### config.mk
export PLATFORM = sky130hd
export DESIGN_NAME = pulse_rate_divider
export DESIGN_NICKNAME = d
export VERILOG_FILES = /design/src/rtl/pulse_rate_divider.sv
export SDC_FILE = /design/constraint.sdc
export NUM_CORES = 1
export LEC_CHECK = 0
export CORE_ASPECT_RATIO = 0.75
export CORE_MARGIN = 8
export CORE_UTILIZATION = 30
export DETAILED_ROUTE_END_ITERATION = 7
export HOLD_SLACK_MARGIN = 0.06
export PLACE_DENSITY = 0.48
export SLEW_MARGIN = 40
export SYNTH_ARGS = -nofsm -noshare
export SYNTH_HDL_FRONTEND = slang
export SYNTH_SLANG_ARGS = --single-unit
### constraint.sdc
create_clock -name clk -period 5.4 [get_ports clk]
set_clock_uncertainty 0.2 [all_clocks]
set_input_delay 0.54 -clock clk [delete_from_list [all_inputs] [get_ports clk]]
set_output_delay 0.54 -clock clk [all_outputs]
set_load 0.005 [all_outputs]
### src/rtl/pulse_rate_divider.sv
// pulse_rate_divider: programmable-period one-cycle tick generator with run/pause and single-step.
// Define PULSE_RATE_DIVIDER_TICKCNT_EN to add the tick_total counter and its tick_clr input.
module pulse_rate_divider #(
   parameter int CNT_W = 26,
   parameter int unsigned DEFAULT_PERIOD = 50000000
) (
   input  logic             clk,
   input  logic             resetn,
   input  logic             enable,
   input  logic             step_req,
   input  logic [CNT_W-1:0] period_in,
   input  logic             period_load,
   output logic             tick_out,
   output logic             running,
   output logic [CNT_W-1:0] cur_count
`ifdef PULSE_RATE_DIVIDER_TICKCNT_EN
   ,
   input  logic             tick_clr,
   output logic [7:0]       tick_total
`endif
);
   localparam logic [CNT_W-1:0] DEF = CNT_W'(DEFAULT_PERIOD);

   typedef enum logic [1:0] {S_IDLE, S_RUN, S_STEP} state_t;

   state_t state, state_nx;
   logic [CNT_W-1:0] period_reg, pend_reg, count, period_nx, pend_nx, count_nx, src;
   logic pend_valid, pend_valid_nx, step_q, tick_nx, reload;

   function automatic logic [CNT_W-1:0] eff_m1(input logic [CNT_W-1:0] p);
      return (p == '0) ? '0 : p - 1'b1;
   endfunction

   assign cur_count = count;
   // A same-cycle load beats a pending one, which beats the current period.
   assign src    = period_load ? period_in : (pend_valid ? pend_reg : period_reg);
   assign reload = (state == S_STEP) || (state == S_RUN && enable && count == '0);

   always_comb begin
      state_nx      = state;
      count_nx      = count;
      period_nx     = period_reg;
      pend_nx       = pend_reg;
      pend_valid_nx = pend_valid;
      tick_nx       = 1'b0;
      case (state)
         S_IDLE: begin
            if (period_load) begin
               period_nx     = period_in;
               count_nx      = eff_m1(period_in);
               pend_valid_nx = 1'b0;
            end
            state_nx = enable ? S_RUN : ((step_req && !step_q) ? S_STEP : S_IDLE);
         end
         S_RUN: begin
            if (period_load) begin
               pend_nx       = period_in;
               pend_valid_nx = 1'b1;
            end
            if (!enable) state_nx = S_IDLE;
            else if (count != '0) count_nx = count - 1'b1;
         end
         S_STEP:  state_nx = enable ? S_RUN : S_IDLE;
         default: state_nx = S_IDLE;
      endcase
      if (reload) begin
         tick_nx       = 1'b1;
         period_nx     = src;
         count_nx      = eff_m1(src);
         pend_valid_nx = 1'b0;
      end
   end

   always_ff @(posedge clk or negedge resetn) begin
      if (!resetn) begin
         state      <= S_IDLE;
         period_reg <= DEF;
         pend_reg   <= DEF;
         pend_valid <= 1'b0;
         count      <= DEF - 1'b1;
         step_q     <= 1'b0;
         tick_out   <= 1'b0;
         running    <= 1'b0;
      end else begin
         state      <= state_nx;
         period_reg <= period_nx;
         pend_reg   <= pend_nx;
         pend_valid <= pend_valid_nx;
         count      <= count_nx;
         step_q     <= step_req;
         tick_out   <= tick_nx;
         running    <= (state_nx == S_RUN);
      end
   end

`ifdef PULSE_RATE_DIVIDER_TICKCNT_EN
   always_ff @(posedge clk or negedge resetn) begin
      if (!resetn) tick_total <= '0;
      else tick_total <= tick_clr ? 8'd0 : tick_total + {7'd0, tick_out};
   end
`endif
endmodule

* Yosys cells after proc, flatten, opt, wreduce, memory -nomap -nowiden *
Cells that the tools add are included.

word-level totals
  bits in registers = 84
  input bits = 31
  output and inout port bits = 28
  logic and storage cells = 57

cells by class
  add/subtract/negate cells = 3
  eq/ne operators = 7
  muxes and demuxes = 22
  reduce and logical (&&, ||, !) cells = 17

operators by type and width
  kind                   count
  $mux 26                11
  $logic_not 26->1       3
  $sub 26x1->26 const B  3
  $pmux 26 s2            1
  $reduce_bool 26->1     1
  $ne 3x3->1 const B     3
  $mux 2                 3
  $pmux 2 s3             1
  $mux 1                 5
  $eq 2x1->1 const B     2
  $reduce_and 2->1       2
  $reduce_and 4->1       1
  $reduce_bool 2->1      2
  $logic_and 1x1->1      3
  $ne 3x2->1 const B     1
  $reduce_and 3->1       1
  $reduce_bool 3->1      1
  $eq 2x2->1 const B     1
  $logic_not 2->1        1
  $pmux 1 s2             1
  $logic_not 1->1        1
  $logic_or 1x1->1       1

* Depth between registers and ports, before layout *
  depth in word-level cells = 6
  depth in mapped cells = 12
  mapped depth without buffers = 9

* Worst setup path before layout *
Ideal clock, no wire load.

  path kind = in2reg
  from = input period_load
  to = register count[14] (netlist: cur_count[14])
  setup time = 0.092 ns
  data arrival time = 3.069 ns
  data required time = 5.108 ns
  setup slack = 2.039 ns
  stages = 12
  path buffers = 5
  cell sequence = buf_2 > buf_2 > buf_2 > buf_2 > mux2i_1 > ha_1 > nand2_1 > or4_4 > o31ai_4 > buf_6 > a2bb2oi_2 > a21oi_1

between the ends
  longest elaborated chain between the ends = 4
  elaborated cells on any way between the ends = 7
  classes of those cells = add/sub (1); eq/ne (1); mux (3); reduce/logical (2)

RTL lines
  what                                                      line  text
  from (decl)                                               12    input logic period_load,
  $mux 26                                                   36    assign src = period_load ? period_in : (pend_valid ? pend_reg : period_reg);
  $sub 26x1->26 / $logic_not 26->1 (equally long branches)  31    return (p == '0) ? '0 : p - 1'b1;
  $mux 26                                                   31
  $mux 26                                                   66    if (reload) begin
  to (signal assigned)                                      80    count <= DEF - 1'b1;
  to (signal assigned)                                      89    count <= count_nx;
  to (decl)                                                 27    logic [CNT_W-1:0] period_reg, pend_reg, count, period_nx, pend_nx, count_nx, src;

Several ways; a longest one is shown, not always the timed one.
A chain may end at the register's enable or synchronous reset.

* Worst setup path in the final report *
  from = register pend_valid
  to = register count[11] (netlist: cur_count[11])

between the ends
  longest elaborated chain between the ends = 5
  elaborated cells on any way between the ends = 6
  classes of those cells = add/sub (1); mux (4); reduce/logical (1)

RTL lines
  what                                                      line  text
  from (decl)                                               28    logic pend_valid, pend_valid_nx, step_q, tick_nx, reload;
  from (signal assigned)                                    88    pend_valid <= pend_valid_nx;
  $mux 26 * (2 in series)                                   36
  $sub 26x1->26 / $logic_not 26->1 (equally long branches)  31
  $mux 26 *                                                 31
  $mux 26 *                                                 66

Mark *: on every way between the ends. The rest lies on a longest branch, timed or not.

==> qor.txt <==
status: finished clean
Buffers on Ports: 58
power density over cell area: 304 nW/µm²
mean instance size in the synthesized netlist: 8.90 µm²
slowest stage delay, CP: 0.73 ns
instance count of the mapped netlist: 658
total grt overflow: 0
share of synthesized area occupied by flip-flops and latches: 0.368
maximum resistive drop on vdd: 151 µV
final hold vios: 0
hold crit path type: reg -> reg
count of unique library cells instantiated by Yosys: 60
maximum fanout along the worst path: 27
clock transition at the registers of the reported paths: 0.07 ns
Worst Setup End Kind: flop
Hold Crit Endpoint: period_reg[22]
core area: 19300 µm²
final routed wire length divided by cell count: 20.1 µm
most frequent standard cell in the layout excluding fill and tap cells: o21ai_0
first-pass GRT wire length: 30100 µm
cts bufs inserted: 9
clock network fraction of total power: 0.299
CTS tree: built
count of boundary I/O pins: 59
clock tree root buffer cell: clkbuf_16
HPWL Detailed: 14400 µm
CP delay by family, top: simple AND/OR/NAND/NOR gates
Sinks on Clock Net: 84
total power after layout: 2.13 mW
summed negative setup slack over all endpoints: 0 ns
overall die width: 177 µm
most used flip-flop cell after synthesis: dfstp_2
number of fill cells in the layout: 1966
commonest non-fill, non-tap cells in the layout: 72 x o21ai_0, 69 x nand2_1, 56 x clkdlybuf4s50_1, 51 x nor2_1
layout cell share with drive strength beyond 1: 0.182
minimum clock period: 4.02 ns
setup repair after global routing missed its margin: no
Vias: 5221
Reg2Reg Setup Slack: 1.38 ns
net count after synthesis: 693
cell-by-cell trace of the critical path: buf_4, mux2i_1, o21ai_0, or4_1, or4_4, o31ai_4, buf_4, nor2_1, a221o_1
total of max-cap violations: 0
arrival time worst endpoint: 4.04 ns
cell with the biggest individual delay on the critical path: or4_1
htree depth: 3
signed area change from the synthesized netlist to the final layout: 19.7%
number of antenna violations at the first check in global routing: 0
leakage power summed over all cells: 2.54 nW
Antenna Diode Count: 0
critical path data required time: 5.43 ns
post-cts sizing count: 0
Via-to-Cell Ratio: 5.45
Setup crit start kind: flop
DRC errors left: 0
fin. max-slew vios: 0
Final Wtd Congestion: 0.855
worst setup path startpoint: pend_valid
die boundary height: 137 µm
final setup vio count: 0
critical setup path kind: reg -> reg
total number of yosys warnings: 0
combinational cell fraction of total power: 0.289
area of placed instances: 6680 µm²
summed area of non-filler cells in the final layout: 7010 µm²
via count of the first global-routing pass: 4906
deepest clock path buffer count: 2
TritonRoute pass-1 iters: 5
startpoint of the worst-slack reg-to-reg timing path: pend_valid
total wirelength of the detailed-routed design: 19300 µm
Total GRT Usage: 0.162
Tightest Pin Transition: 0.819 ns
pin count of the biggest net entering global routing: 53
Max Freq: 249 MHz
worst relative slew slack: 0.449
internal power component: 1.43 mW
layout net count: 735
total of flip-flops plus latches after synthesis: 84
number of stages on the worst hold path: 2
post-route ant nets: 0
WP buf/inv: 2
Sequential Power Share: 0.412
Switching Power: 0.706 mW
clk_lat worst skew: 0.35 ns
initial core utilization: 0.304
final clock period utilization by the worst path: 0.744
Worst R2R End: cur_count[11]
post-synthesis instance area: 5850 µm²
number of enable flip-flop cells after synthesis: 0
switching part of the total power: 0.331
cell row count: 44
Post-synth ARST share: 1.00
critical path's most frequent cell: buf_4
area of the die: 24300 µm²
hold wc startpoint: period_reg[22]
r2r worst-path depth: 9
number of DRC markers after the initial detailed-route iteration: 495
-- power by group through the flow --
stage / registers [mW] / clock network, mW / logic [mW]
3_5_place_dp: 0.887 / 0 / 0.613
5_1_grt: 0.894 / 0.684 / 0.677
6_report: 0.879 / 0.638 / 0.616
3_3_place_gp: 0.881 / 0 / 0.602
2_1_floorplan: 0.858 / 0 / 0.362
4_1_cts: 0.876 / 0.658 / 0.617
-- cell type report --
class / instances / area [µm²] / share of cell area
well taps: 253 / 317 / 0.0452
clock buffers: 9 / 225 / 0.0321
inverters: 7 / 27.5 / 0.00393
flip-flops and latches: 84 / 2150 / 0.308
repair buffers: 78 / 746 / 0.106
clock inverters: 7 / 73.8 / 0.0105
multi-input cells: 520 / 3460 / 0.494
-- cell usage after synthesis, types with 12 or more instances --
library cell	number	area share
dfstp_2	42	0.19
nand2_1	69	0.044
mux2i_1	42	0.072
xor2_1	29	0.043
nor4_1	18	0.019
nor3_1	20	0.017
clkbuf_1	30	0.019
a21oi_1	28	0.024
o21ai_0	72	0.062
nand3_1	17	0.015
nor2_1	52	0.033
dfrtp_1	42	0.18
o22ai_1	13	0.014
a22oi_1	12	0.015
xnor2_1	25	0.037
mux2_2	30	0.058
-- worst max path at each step --
stage / to / cells after the start
floorplan: cur_count[14] / 12
global placement: cur_count[11] / 7
detailed placement: cur_count[11] / 9
CTS: cur_count[11] / 9
global route: cur_count[11] / 9
finish: cur_count[11] / 9
-- metrics by stage --
| step | hold slack (ns) | std cells | setup WS (ns) | utilization |
|---|---|---|---|---|
| 3_5_place_dp | 0.271 | 941 | 1.19 | 0.347 |
| 4_1_cts | 0.281 | 958 | 1.41 | 0.363 |
| 2_1_floorplan | 0.0444 | 658 | 2.04 | - |
| 5_1_grt | 0.299 | 958 | 1.19 | 0.364 |
| 3_3_place_gp | 0.261 | 939 | 0.899 | 0.345 |
| 6_report | 0.280 | 958 | 1.38 | 0.364 |
-- what timing repair did --
action | in CTS | in global routing
endpoints found under the hold margin | 14 | 0
buffers inserted | 0 | 0
hold buffers | 1 | 0
-- cell families after synthesis --
group / count (synthesis) / synth area share
AOI/OAI and AO/OA: 155 / 0.161
adders and majority gates: 4 / 0.00855
and+or+nand+nor: 232 / 0.201
xor gates and xnor gates: 54 / 0.0808
buffers and inverters: 54 / 0.0434
DFF: 84 / 0.368
muxes: 75 / 0.137
-- per-layer routing --
metal,GRT usage,up-vias,part of all wire
met5,0,-,0
met4,0.0309,0,0.0068
met3,0.0463,8,0.073
met2,0.214,170,0.39
met1,0.250,2565,0.53
li1,-,2478,-
-- tightest hold or removal path, delay by kind of cell (launching register included) --
kind / cells / cell delay (ns)
flops: 1 / 0.37
compound gates: 1 / 0.07
simple gates: 1 / 0.04
No activity file was read; power rests on OpenSTA's default activity.
